### src/rtl/sobel_frame_host_pkg.sv
// Shared types and constants for the Sobel frame host: FSM states, word count helper, lane width.
package sobel_host_pkg;

    typedef enum logic [2:0] {
        IDLE, FILL, WR, KICK, WAIT_DONE, RD, EMIT
    } state_t;

    localparam int ADR_W_DEF = 22;
    localparam int LANE_W    = 2;

    function automatic int words(input int w, input int h);
        return (w * h) / 4;
    endfunction

endpackage

### src/rtl/sobel_frame_host_pix_pack4.sv
// 4-lane byte packer; with i_mode=1 the same register and lane counter unpack a loaded word, lane 0 first.
module pix_pack4
    import sobel_host_pkg::*;
(
    input  logic        i_clk,
    input  logic        i_rst_n,
    input  logic        i_mode,
    input  logic        i_push,
    input  logic        i_load,
    input  logic [7:0]  i_byte,
    input  logic [31:0] i_word,
    output logic [31:0] o_word,
    output logic [7:0]  o_byte,
    output logic        o_full
);

    logic [31:0]       r_word;
    logic [LANE_W-1:0] r_lane;

    always_ff @(posedge i_clk) begin
        if (!i_rst_n) begin
            r_word <= '0;
            r_lane <= '0;
        end else if (i_load) begin
            r_word <= i_word;
            r_lane <= '0;
        end else if (i_push) begin
            if (!i_mode)
                r_word[8*r_lane +: 8] <= i_byte;
            r_lane <= r_lane + LANE_W'(1);
        end
    end

    // "Full" means the lane about to be pushed is the last one of the word.
    assign o_full = (r_lane == LANE_W'(3));
    assign o_word = r_word;
    assign o_byte = r_word[8*r_lane +: 8];

endmodule

### src/rtl/sobel_frame_host.sv
// Host master for the Sobel core: packs pixels, writes the frame, kicks the core, streams results back.
// Optional bus-timeout with sticky err enabled by SOBEL_FRAME_HOST_TIMEOUT_EN.
module sobel_frame_host
    import sobel_host_pkg::*;
#(
    parameter int               WIDTH       = 640,
    parameter int               HEIGHT      = 480,
    parameter int               ADR_W       = ADR_W_DEF,
    parameter logic [ADR_W-1:0] IMG_BASE    = '0,
    parameter logic [ADR_W-1:0] RES_BASE    = ADR_W'('h020000),
    parameter int               ACK_TIMEOUT = 1023
) (
    input  logic             clk_i,
    input  logic             rst_i,
    input  logic             frame_go,
    output logic             busy,
    output logic             frame_done,
    input  logic             pix_valid,
    input  logic [7:0]       pix_data,
    output logic             pix_ready,
    output logic             res_valid,
    output logic [7:0]       res_data,
    input  logic             res_ready,
    output logic             cyc_o,
    output logic             stb_o,
    output logic             we_o,
    output logic [ADR_W-1:0] adr_o,
    output logic [31:0]      dat_o,
    input  logic [31:0]      dat_i,
    input  logic             ack_i,
    output logic             start_o,
    input  logic             done_i,
    output logic             err
);

    localparam int WORDS = words(WIDTH, HEIGHT);
    localparam int CNT_W = (WORDS > 1) ? $clog2(WORDS) : 1;
    localparam int TO_W  = (ACK_TIMEOUT > 1) ? $clog2(ACK_TIMEOUT) : 1;
    localparam logic [CNT_W-1:0] LAST_WORD = CNT_W'(WORDS - 1);
`ifdef SOBEL_FRAME_HOST_TIMEOUT_EN
    localparam bit TO_EN = 1'b1;
`else
    localparam bit TO_EN = 1'b0;
`endif

    state_t           r_state, w_next;
    logic [CNT_W-1:0] r_word_cnt;
    logic [TO_W-1:0]  r_to;
    logic             r_err, r_frame_done;
    logic             w_xfer, w_last_word, w_pix_acc, w_res_acc, w_full, w_timeout;

    assign w_xfer      = (r_state == WR) || (r_state == RD);
    assign w_last_word = (r_word_cnt == LAST_WORD);
    assign w_pix_acc   = (r_state == FILL) && pix_valid;
    assign w_res_acc   = (r_state == EMIT) && res_ready;
    // ack wins over a timeout landing in the same cycle
    assign w_timeout   = TO_EN && w_xfer && !ack_i && (r_to == TO_W'(ACK_TIMEOUT - 1));

    pix_pack4 u_pack (
        .i_clk   (clk_i),
        .i_rst_n (rst_i),
        .i_mode  ((r_state == RD) || (r_state == EMIT)),
        .i_push  (w_pix_acc || w_res_acc),
        .i_load  ((r_state == RD) && ack_i),
        .i_byte  (pix_data),
        .i_word  (dat_i),
        .o_word  (dat_o),
        .o_byte  (res_data),
        .o_full  (w_full)
    );

    always_ff @(posedge clk_i) begin
        if (!rst_i) r_state <= IDLE;
        else        r_state <= w_next;
    end

    always_comb begin
        w_next = r_state;
        case (r_state)
            IDLE:      if (frame_go) w_next = FILL;
            FILL:      if (w_pix_acc && w_full) w_next = WR;
            WR:        if (ack_i) w_next = w_last_word ? KICK : FILL;
                       else if (w_timeout) w_next = IDLE;
            KICK:      w_next = WAIT_DONE;
            WAIT_DONE: if (done_i) w_next = RD;
            RD:        if (ack_i) w_next = EMIT;
                       else if (w_timeout) w_next = IDLE;
            EMIT:      if (w_res_acc && w_full) w_next = w_last_word ? IDLE : RD;
            default:   w_next = IDLE;
        endcase
    end

    always_comb begin
        busy      = (r_state != IDLE);
        pix_ready = (r_state == FILL);
        cyc_o     = w_xfer;
        stb_o     = w_xfer;
        we_o      = (r_state == WR);
        start_o   = (r_state == KICK);
        res_valid = (r_state == EMIT);
        adr_o     = (r_state == RD) ? RES_BASE + ADR_W'(r_word_cnt)
                                    : IMG_BASE + ADR_W'(r_word_cnt);
    end

    always_ff @(posedge clk_i) begin
        if (!rst_i) begin
            r_word_cnt   <= '0;
            r_to         <= '0;
            r_err        <= 1'b0;
            r_frame_done <= 1'b0;
        end else begin
            r_frame_done <= w_res_acc && w_full && w_last_word;
            r_err        <= r_err || w_timeout;
            r_to         <= (w_xfer && !ack_i) ? r_to + TO_W'(1) : '0;
            if ((r_state == IDLE && frame_go) || (r_state == WAIT_DONE && done_i))
                r_word_cnt <= '0;
            else if (r_state == WR && ack_i && !w_last_word)
                r_word_cnt <= r_word_cnt + CNT_W'(1);
            else if (w_res_acc && w_full)
                r_word_cnt <= w_last_word ? '0 : r_word_cnt + CNT_W'(1);
        end
    end

    assign frame_done = r_frame_done;
    assign err        = r_err;

endmodule

### config.mk
export PLATFORM = sky130hd
export DESIGN_NAME = sobel_frame_host
export DESIGN_NICKNAME = d
export VERILOG_FILES = /design/src/rtl/sobel_frame_host_pkg.sv /design/src/rtl/sobel_frame_host_pix_pack4.sv /design/src/rtl/sobel_frame_host.sv
export SDC_FILE = /design/constraint.sdc
export NUM_CORES = 1
export LEC_CHECK = 0
export BUFFER_PORTS_ARGS = -buffer_cell sky130_fd_sc_hd__clkbuf_2
export CORE_MARGIN = 2
export CORE_UTILIZATION = 45
export CTS_CLUSTER_SIZE = 20
export DETAILED_ROUTE_END_ITERATION = 16
export PLACE_DENSITY = 0.86
export SLEW_MARGIN = 15
export SYNTH_ARGS = -nofsm -noshare
export SYNTH_HDL_FRONTEND = slang
export SYNTH_SLANG_ARGS = --single-unit
### constraint.sdc
create_clock -name clk_i -period 1.85 [get_ports clk_i]
set_clock_uncertainty 0.05 [all_clocks]
set_input_delay 0.0925 -clock clk_i [delete_from_list [all_inputs] [get_ports clk_i]]
set_output_delay 0.0925 -clock clk_i [all_outputs]
set_load 0.02 [all_outputs]
# Yosys cells after proc, flatten, opt, wreduce, memory -nomap -nowiden
# Cells that the tools add are included.
[classes] add_sub_neg=4 n_eq_ne=15 shifts=3 mux=17 bitwise_logic=1 reduce_logical=23
[op_table] cell="$mux W32" count=3
[op_table] cell="$mux W17" count=3
[op_table] cell="$neg A5 Y34" count=1
[op_table] cell="$shift A8 B34 Y32 const A" count=1
[op_table] cell="$shiftx A8 B34 Y32" count=1
[op_table] cell="$bwmux W32" count=1
[op_table] cell="$shiftx A32 B6 Y8" count=1
[op_table] cell="$mux W3" count=7
[op_table] cell="$pmux W3 S7" count=1
[op_table] cell="$add A18 B17 Y19 const A" count=1
[op_table] cell="$mux W19" count=1
[op_table] cell="$add A17 B1 Y17 const B" count=1
[op_table] cell="$eq A17 B17 Y1 const B" count=1
[op_table] cell="$logic_and A1 B1 Y1" count=10
[op_table] cell="$eq A3 B3 Y1 const B" count=3
[op_table] cell="$ne A2 B2 Y1 const B" count=4
[op_table] cell="$eq A3 B2 Y1 const B" count=2
[op_table] cell="$ne A2 B1 Y1 const B" count=3
[op_table] cell="$reduce_and A6 Y1" count=1
[op_table] cell="$logic_or A1 B1 Y1" count=4
[op_table] cell="$reduce_bool A2 Y1" count=2
[op_table] cell="$reduce_or A2 Y1" count=2
[op_table] cell="$eq A3 B1 Y1 const B" count=1
[op_table] cell="$logic_not A3 Y1" count=1
[op_table] cell="7 further kinds" count=7
[word_totals] register_bits=55 inputBits=47 out_inout_bits=71 word_cells=68

# Depth between registers and ports, before layout
# Gate-level depths: netlist (run 1).
[depth] depth_word=6 mapped_depth=8 ltp_nobuf=7

# Modules after synthesis
# Synthesis (run 1) repeated with hierarchy kept, for this count alone.
[hier_totals] hier_cells=385 area_unflattened_um2=3340.7
[by_module_without_submodules] module="pix_pack4" instances=1 cells_per_inst=223 area_per_inst_um2=2028.2 seq_area_each_um2=680.7
[by_module_without_submodules] module="sobel_frame_host" instances=1 cells_per_inst=162 area_per_inst_um2=1312.5 seq_area_each_um2=420.4

# Least setup slack after synthesis (run 1)
# Ideal clock, no wire load.
[synth_timing] kind="register to register" startpoint="reg u_pack.r_lane[1]" endpoint="reg u_pack.r_word[22] (netlist: u_pack.o_word[22])" setup_ns=0.059 t_arrival_ns=1.926 t_required_ns=1.741 slack_ns=-0.184 stages_incl_launch_ff=9 path_buffers=1 period_less_slack_ns=2.034 path_cell_list="dfxtp_1 > clkbuf_1 > inv_1 > ha_1 > nand3b_1 > nor3_2 > a22oi_1 > nand2_1 > o211a_1"
[synth_between] elab_chain_cells=6 word_cells_on_any_way=7 classes_between="add/sub: 1; shift: 2; mux: 4"
[synth_lines] item="start, declared" line="sobel_frame_host_pix_pack4.sv:18" rtl="logic [LANE_W-1:0] r_lane;"
[synth_lines] item="start signal, assigned" line="sobel_frame_host_pix_pack4.sv:30" rtl="r_lane <= r_lane + LANE_W'(1);"
[synth_lines] item="$neg A5 Y34 *" line="sobel_frame_host_pix_pack4.sv:29" rtl="r_word[8*r_lane +: 8] <= i_byte;"
[synth_lines] item="$shiftx A8 B34 Y32 or $shift A8 B34 Y32 (tied branches)" line="sobel_frame_host_pix_pack4.sv:29"
[synth_lines] item="$bwmux W32 *" line="sobel_frame_host_pix_pack4.sv:29"
[synth_lines] item="$mux W32 *" line="sobel_frame_host_pix_pack4.sv:28" rtl="if (!i_mode)"
[synth_lines] item="$mux W32 *" line="sobel_frame_host_pix_pack4.sv:27" rtl="end else if (i_push) begin"
[synth_lines] item="$mux W32 *" line="sobel_frame_host_pix_pack4.sv:24" rtl="end else if (i_load) begin"
[synth_lines] item="end signal, assigned" line="sobel_frame_host_pix_pack4.sv:25" rtl="r_word <= i_word;"
[synth_lines] item="end signal, assigned by index" line="sobel_frame_host_pix_pack4.sv:29"
[synth_lines] item="end, declared" line="sobel_frame_host_pix_pack4.sv:17" rtl="logic [31:0] r_word;"
# Mark *: on every way between the ends. The rest lies on a longest branch, timed or not. The select of a mux whose other input is x is not followed.
# A chain may end at the register's enable or synchronous reset.

# Worst setup path after layout (run 1)
[layout_timing] startpoint="reg u_pack.r_lane[0]" endpoint="out res_data[3]"
[layout_between] elab_chain_cells=1
[layout_lines] item="$shiftx A32 B6 Y8" line="sobel_frame_host_pix_pack4.sv:37" rtl="assign o_byte = r_word[8*r_lane +: 8];"
[layout_lines] item="end, declared" line="sobel_frame_host.sv:22" rtl="output logic [7:0] res_data,"
# No other way between the ends.

==> results of run 1 <==
-- state kept, by name, indices dropped and copies added (netlist names) --
name           count
r_state            3
u_pack.r_lane      2
frame_done         1
u_pack.o_word     32
r_word_cnt        17
-- timing repair --
| item | in CTS | in global routing |
|---|---|---|
| pin swaps | 0 | 4 |
| gates resized for setup | 1 | 15 |
| cloned | 0 | 0 |
| setup buffers | 0 | 1 |
| setup endpoints to repair | 1 | 55 |
-- power groups by stage --
stage	combinational (W)	sequential (W)	clock, W
global placement	0.000406	0.00126	0
finish	0.000425	0.00123	0.000710
CTS	0.000413	0.00123	0.000725
global route	0.000457	0.00123	0.000765
detailed placement	0.000411	0.00126	0
floorplan	0.000227	0.00128	0
-- stage by stage --
| stage | total power [W] | hold slack [ns] | setup WS (ns) |
|---|---|---|---|
| 2_1_floorplan | 0.00151 | 0.218 | 0.00305 |
| 3_5_place_dp | 0.00167 | 0.362 | 0.0206 |
| 4_1_cts | 0.00237 | 0.0203 | 0.00153 |
| 6_report | 0.00237 | 0.0264 | 0.0549 |
| 5_1_grt | 0.00246 | 0.0385 | -0.0326 |
| 3_3_place_gp | 0.00166 | 0.348 | 0.0595 |
-- layer usage --
layer / part of all wire / track usage / up-vias
met3: 0.067 / 0.0502 / 11
met1: 0.41 / 0.297 / 1543
met2: 0.51 / 0.384 / 148
met4: 0.013 / 0.0797 / 0
met5: 0 / 0 / -
li1: - / - / 1501
-- synthesized netlist by cell type (2+ instances only) --
library cell	number
or3_1	2
and4_1	4
mux4_2	8
nor2_1	23
a21oi_2	3
and4b_1	2
a21oi_1	24
a22oi_1	33
ha_1	6
buf_1	2
nand4_1	6
clkbuf_1	6
nor2b_1	3
mux2i_1	2
buf_2	11
buf_6	3
nand2_1	26
nor3b_1	2
and2_1	3
a211oi_2	4
dfxtp_1	55
xnor2_1	14
inv_1	5
o21ai_0	16
nand2b_1	3
nand3_1	8
nor3_1	4
o21ai_1	5
and3_1	3
a211oi_1	3
buf_4	8
o211a_1	17
-- layout make-up --
class                           instances  area (um2)  area share
Clock buffer                            5        68.8      0.0172
Tap cell                               80         100      0.0250
Multi-Input combinational cell        252        1910       0.477
Timing Repair Buffer                  139         783       0.196
Inverter                                5        18.8     0.00469
Sequential cell                        55        1100       0.275
Clock inverter                          3        22.5     0.00562
-- worst register-to-register path, delay by kind of cell (launching register included) --
family / cells / cell delay (ns)
flip-flops: 1 / 0.41
XOR/XNOR: 1 / 0.17
AND/OR/NAND/NOR: 2 / 0.33
adder cells (fa/ha/maj): 1 / 0.19
AO/OA/AOI/OAI: 2 / 0.54
-- cells by family (layout without fill, tap and decap cells) --
kind of cell / after synthesis / in the layout / synth area share
AO/OA/AOI/OAI: 115 / 115 / 0.267
AND/OR/NAND/NOR: 101 / 101 / 0.184
flip-flops: 55 / 55 / 0.354
buffers and inverters: 35 / 152 / 0.0635
XOR/XNOR: 15 / 15 / 0.0422
multiplexers: 10 / 10 / 0.0643
adder cells (fa/ha/maj): 6 / 6 / 0.0241
other: 1 / 5 / 0.00120
-- worst paths after layout --
| check | cells past startpoint | slack [ns] | end | start |
|---|---|---|---|---|
| max | 3 | 0.05 | res_data[3] | u_pack.r_lane[0] |
| min | 3 | 0.03 | u_pack.o_word[10] | dat_i[10] |
| max reg2reg | 6 | 0.08 | r_word_cnt[10] | u_pack.r_lane[0] |
| min reg2reg | 1 | 0.48 | u_pack.o_word[2] | u_pack.o_word[2] |
-- cells in the final DEF, fill, tap and decap left out, types with 6 or more instances in the layout --
master / n
buf_4: 24
nand3_1: 8
nand2_1: 26
a21oi_1: 24
mux4_2: 8
dfxtp_1: 54
xnor2_1: 14
clkbuf_2: 112
nor2_1: 23
o211a_1: 17
nand4_1: 6
o21ai_0: 15
a22oi_1: 33
==> results.sh, run 1 <==
export IMPL_die_x_um=87.2
export IMPL_fin_util=0.593
export IMPL_timing_setup_tns_ns=0
export IMPL_vdd_drop_max_mv=0.425
export IMPL_syn_area_um2=3110
export IMPL_p_seq_frac=0.520
export IMPL_powerDensity_nw_per_um2=591
export IMPL_cts_root_buf="clkbuf_8"
export IMPL_yosysWarnings=0
export IMPL_drcViolationCount=0
export IMPL_synthTopCellsByArea="dfxtp_1, a22oi_1, mux4_2"
export IMPL_crit_fanout=14
export IMPL_n_fill_cell=545
export IMPL_avgSynthCellArea_um2=9.21
export IMPL_row_count=30
export IMPL_gp_congestion=0.846
export IMPL_finalHoldViolCount=0
export IMPL_clk_latency_ns=0.32
export IMPL_clockPowerShare=0.300
export IMPL_antenna_found_initial=0
export IMPL_port_buffers=112
export IMPL_cpLargestDelayFamily="multiplexers"
export IMPL_vias=3203
export IMPL_required_ns=1.71
export IMPL_p_leak_nw=1.85
export IMPL_synth_edf_count=0
export IMPL_start_util=0.461
export IMPL_ios=118
export IMPL_crit_buf_inv=2
export IMPL_fin_crit_ns=1.80
export IMPL_drtIter0Drc=177
export IMPL_cts_buffers=5
export IMPL_syn2layout_area_growth_pct=28.7
export IMPL_clk_pin_slew_ns=0.11
export IMPL_slowest_delay_ns=0.53
export IMPL_cts_sink_count=55
export IMPL_max_freq_mhz=557
export IMPL_drive_gt1_frac=0.390
export IMPL_grt_use_total=0.231
export IMPL_dp_cells=530
export IMPL_wl_per_cell_um=17.4
export IMPL_drv_slew=0
export IMPL_combPwrFrac=0.180
export IMPL_die_h_um=87.2
export IMPL_yosys_register_bits=55
export IMPL_synth_top_flop_cell="dfxtp_1"
export IMPL_hp_class="in2reg"
export IMPL_finalNonFillerCells=539
export IMPL_ys_seq_area_frac=0.354
export IMPL_p_int_w=0.00166
export IMPL_critPathKind="reg2out"
export IMPL_cts_buffer_depth=2
export IMPL_die_area_um2=7600
export IMPL_max_cap_violations=0
export IMPL_tritoncts="yes"
export IMPL_design_area_um2=4010
export IMPL_dp_hpwl_mm=6.55
export IMPL_grt_pass1_wl_mm=14.0
export IMPL_slowest_stage="mux4_2"
export IMPL_min_period_over_period=0.970
export IMPL_setup_viol=0
export IMPL_worstPathCellList="buf_6 > mux4_2 > clkbuf_2"
export IMPL_synth_top_area_share=0.354
export IMPL_synthArstFlopShare=0
export IMPL_postCtsHoldBufs=0
export IMPL_nNetsFinal=511
export IMPL_power_switching_w=0.000703
export IMPL_antenna_left=0
export IMPL_antenna_cells=0
export IMPL_synth_top_cell_by_area="dfxtp_1"
export IMPL_overflow=0
export IMPL_status="complete, no violations"
export IMPL_via_per_inst=5.94
export IMPL_worst_setup_path_start_kind="flop"
export IMPL_core_area_um2=6760
export IMPL_routed_wl_mm=9.36
export IMPL_netlist_instances=338
export IMPL_htree_num_levels=2
export IMPL_drtPass1Iterations=6
export IMPL_switching_share=0.297
export IMPL_ys_types=56
export IMPL_first_global_vias=2899
export IMPL_worstPathArrival_ns=1.65
export IMPL_grt_max_degree=39
export IMPL_crit_path_end_kind="primary output"
export IMPL_place_area_um2=3820
Note: power is estimated with default switching activity, not from simulation.
==> run 2: changes to the inputs <==
--- a/config.mk
+++ b/config.mk
@@ -9,6 +9,6 @@
 export CORE_MARGIN = 2
-export CORE_UTILIZATION = 45
+export CORE_UTILIZATION = 53
 export CTS_CLUSTER_SIZE = 20
 export DETAILED_ROUTE_END_ITERATION = 16
-export PLACE_DENSITY = 0.86
+export PLACE_DENSITY = 0.94
 export SLEW_MARGIN = 15
==> constraint.sdc (replaced) <==
create_clock -name clk_i -period 2.12 [get_ports clk_i]
set_clock_uncertainty 0.05 [all_clocks]
set_input_delay 0 -clock clk_i [delete_from_list [all_inputs] [get_ports clk_i]]
set_output_delay 0 -clock clk_i [all_outputs]
set_load 0.02 [all_outputs]
==> results.sh, run 2 (synthesis gave the netlist of run 1 again) <==
export IMPL_setup_slack_ns=0.113
export IMPL_slowest_delay_ns=0.49
export IMPL_power_switching_w=0.000603
export IMPL_grt_use_total=0.300
export IMPL_drv_slew=0
export IMPL_via_per_inst=6.25
export IMPL_antenna_left=0
export IMPL_grt_max_degree=39
export IMPL_worstPathCellList="inv_1 > ha_1 > nand3b_1 > nor3_2 > a22oi_1 > nand2_1 > o211a_1"
export IMPL_design_area_um2=4050
export IMPL_cts_buffer_depth=2
export IMPL_overflow=0
export IMPL_die_h_um=80.6
export IMPL_drtIter0Drc=263
export IMPL_fin_util=0.726
export IMPL_crit_fanout=8
export IMPL_min_period_over_period=0.947
export IMPL_status="complete, no violations"
export IMPL_antenna_found_initial=0
export IMPL_wl_per_cell_um=18.3
export IMPL_grt_setup_unrepaired="true"
export IMPL_n_fill_cell=369
export IMPL_power_w=0.00221
export IMPL_worst_setup_path_start_kind="flop"
export IMPL_die_area_um2=6500
export IMPL_p_leak_nw=1.87
export IMPL_setup_viol=0
export IMPL_grt_pass1_wl_mm=15.1
export IMPL_worstPathArrival_ns=2.22
export IMPL_drive_gt1_frac=0.342
export IMPL_place_area_um2=3700
export IMPL_dp_hpwl_mm=6.62
export IMPL_largest_register_ffs=32
export IMPL_port_buffers=112
export IMPL_htree_num_levels=2
export IMPL_core_area_um2=5570
export IMPL_clockPowerShare=0.337
export IMPL_max_freq_mhz=498
export IMPL_combPwrFrac=0.174
export IMPL_final_cell_mix="clkbuf_2, dfxtp_1, a22oi_1"
export IMPL_cpLargestDelayFamily="simple AND/OR/NAND/NOR gates"
export IMPL_routed_wl_mm=9.90
export IMPL_slew_headroom=0.585
export IMPL_required_ns=2.33
export IMPL_die_x_um=80.6
export IMPL_cts_setup_buffers=0
export IMPL_cts_root_buf="clkbuf_8"
export IMPL_powerDensity_nw_per_um2=546
export IMPL_clk_pin_slew_ns=0.11
export IMPL_p_seq_frac=0.489
export IMPL_drcViolationCount=0
export IMPL_antenna_cells=0
export IMPL_row_count=27
export IMPL_cts_buffers=5
export IMPL_tritoncts="yes"
export IMPL_gp_congestion=0.936
export IMPL_max_cap_violations=0
export IMPL_first_global_vias=3129
export IMPL_clk_latency_ns=0.32
export IMPL_drtPass1Iterations=5
export IMPL_layout_commonest_cell="clkbuf_2"
export IMPL_critPathKind="reg2reg"
export IMPL_worst_pin_slew_ns=0.618
export IMPL_ff_latch_area_um2=1100
export IMPL_p_int_w=0.00161
export IMPL_ios=118
export IMPL_vdd_drop_max_mv=0.481
export IMPL_syn2layout_area_growth_pct=29.9
export IMPL_start_util=0.558
export IMPL_slowest_stage="nor3_2"
export IMPL_finalHoldViolCount=0
export IMPL_hp_class="in2reg"
export IMPL_switching_share=0.273
export IMPL_crit_buf_inv=1
export IMPL_cts_sink_count=55
export IMPL_multiInputGateArea_um2=1830
export IMPL_crit_path_end_kind="flop"
export IMPL_nNetsFinal=520
export IMPL_fin_crit_ns=2.01
export IMPL_vias=3373
export IMPL_dp_slack_ns=0.157
## run 2: metrics by stage
stage,hold WS (ns),cells,setup TNS [ns]
after floorplan,0.126,342,0
after global placement,0.257,510,0
after detailed placement,0.266,510,0
after CTS,0.000162,539,0
after global routing,0.0160,540,-0.00680
final,0.00487,540,0
## run 2: path summary, 6_finish.rpt
kind	from	to	slack, ns	depth (start not counted)
setup / recovery	u_pack.r_lane[0]	u_pack.o_word[23]	0.11	7
setup reg to reg	u_pack.r_lane[0]	u_pack.o_word[23]	0.11	7
hold / removal	dat_i[0]	u_pack.o_word[0]	0.005	4
hold reg to reg	r_word_cnt[1]	r_word_cnt[1]	0.47	2
## run 2: what timing repair did
item	4_1_cts	5_1_grt
setup endpoints to repair	0	14
hold endpoints to repair	17	1
hold buffers	21	1
resized for setup	0	2
## run 2: area by class of cell
type / instances / area share
Multi-Input combinational cell: 252 / 0.453
Clock inverter: 2 / 0.00866
Inverter: 5 / 0.00464
Sequential cell: 55 / 0.273
Tap cell: 72 / 0.0223
Clock buffer: 6 / 0.0204
Timing Repair Buffer: 148 / 0.219
## run 2: power by group through the flow
| stage | clock, W | sequential, W | combinational [W] |
|---|---|---|---|
| 3_5_place_dp | 0 | 0.00110 | 0.000339 |
| 6_report | 0.000746 | 0.00108 | 0.000384 |
| 2_1_floorplan | 0 | 0.00112 | 0.000197 |
| 3_3_place_gp | 0 | 0.00110 | 0.000332 |
| 4_1_cts | 0.000733 | 0.00108 | 0.000373 |
| 5_1_grt | 0.000780 | 0.00108 | 0.000408 |
## run 2: tightest hold or removal path: stages
cell      delay (ns)
clkbuf_2        0.08
a22oi_1         0.07
nand2_1         0.07
o211a_1         0.13
## run 2: layer usage
layer	vias up	GRT usage	routed length, um
li1	1516	-	-
met1	1585	0.355	3720
met2	221	0.503	4930
met3	51	0.0528	751
met4	0	0.180	499
met5	-	0	0
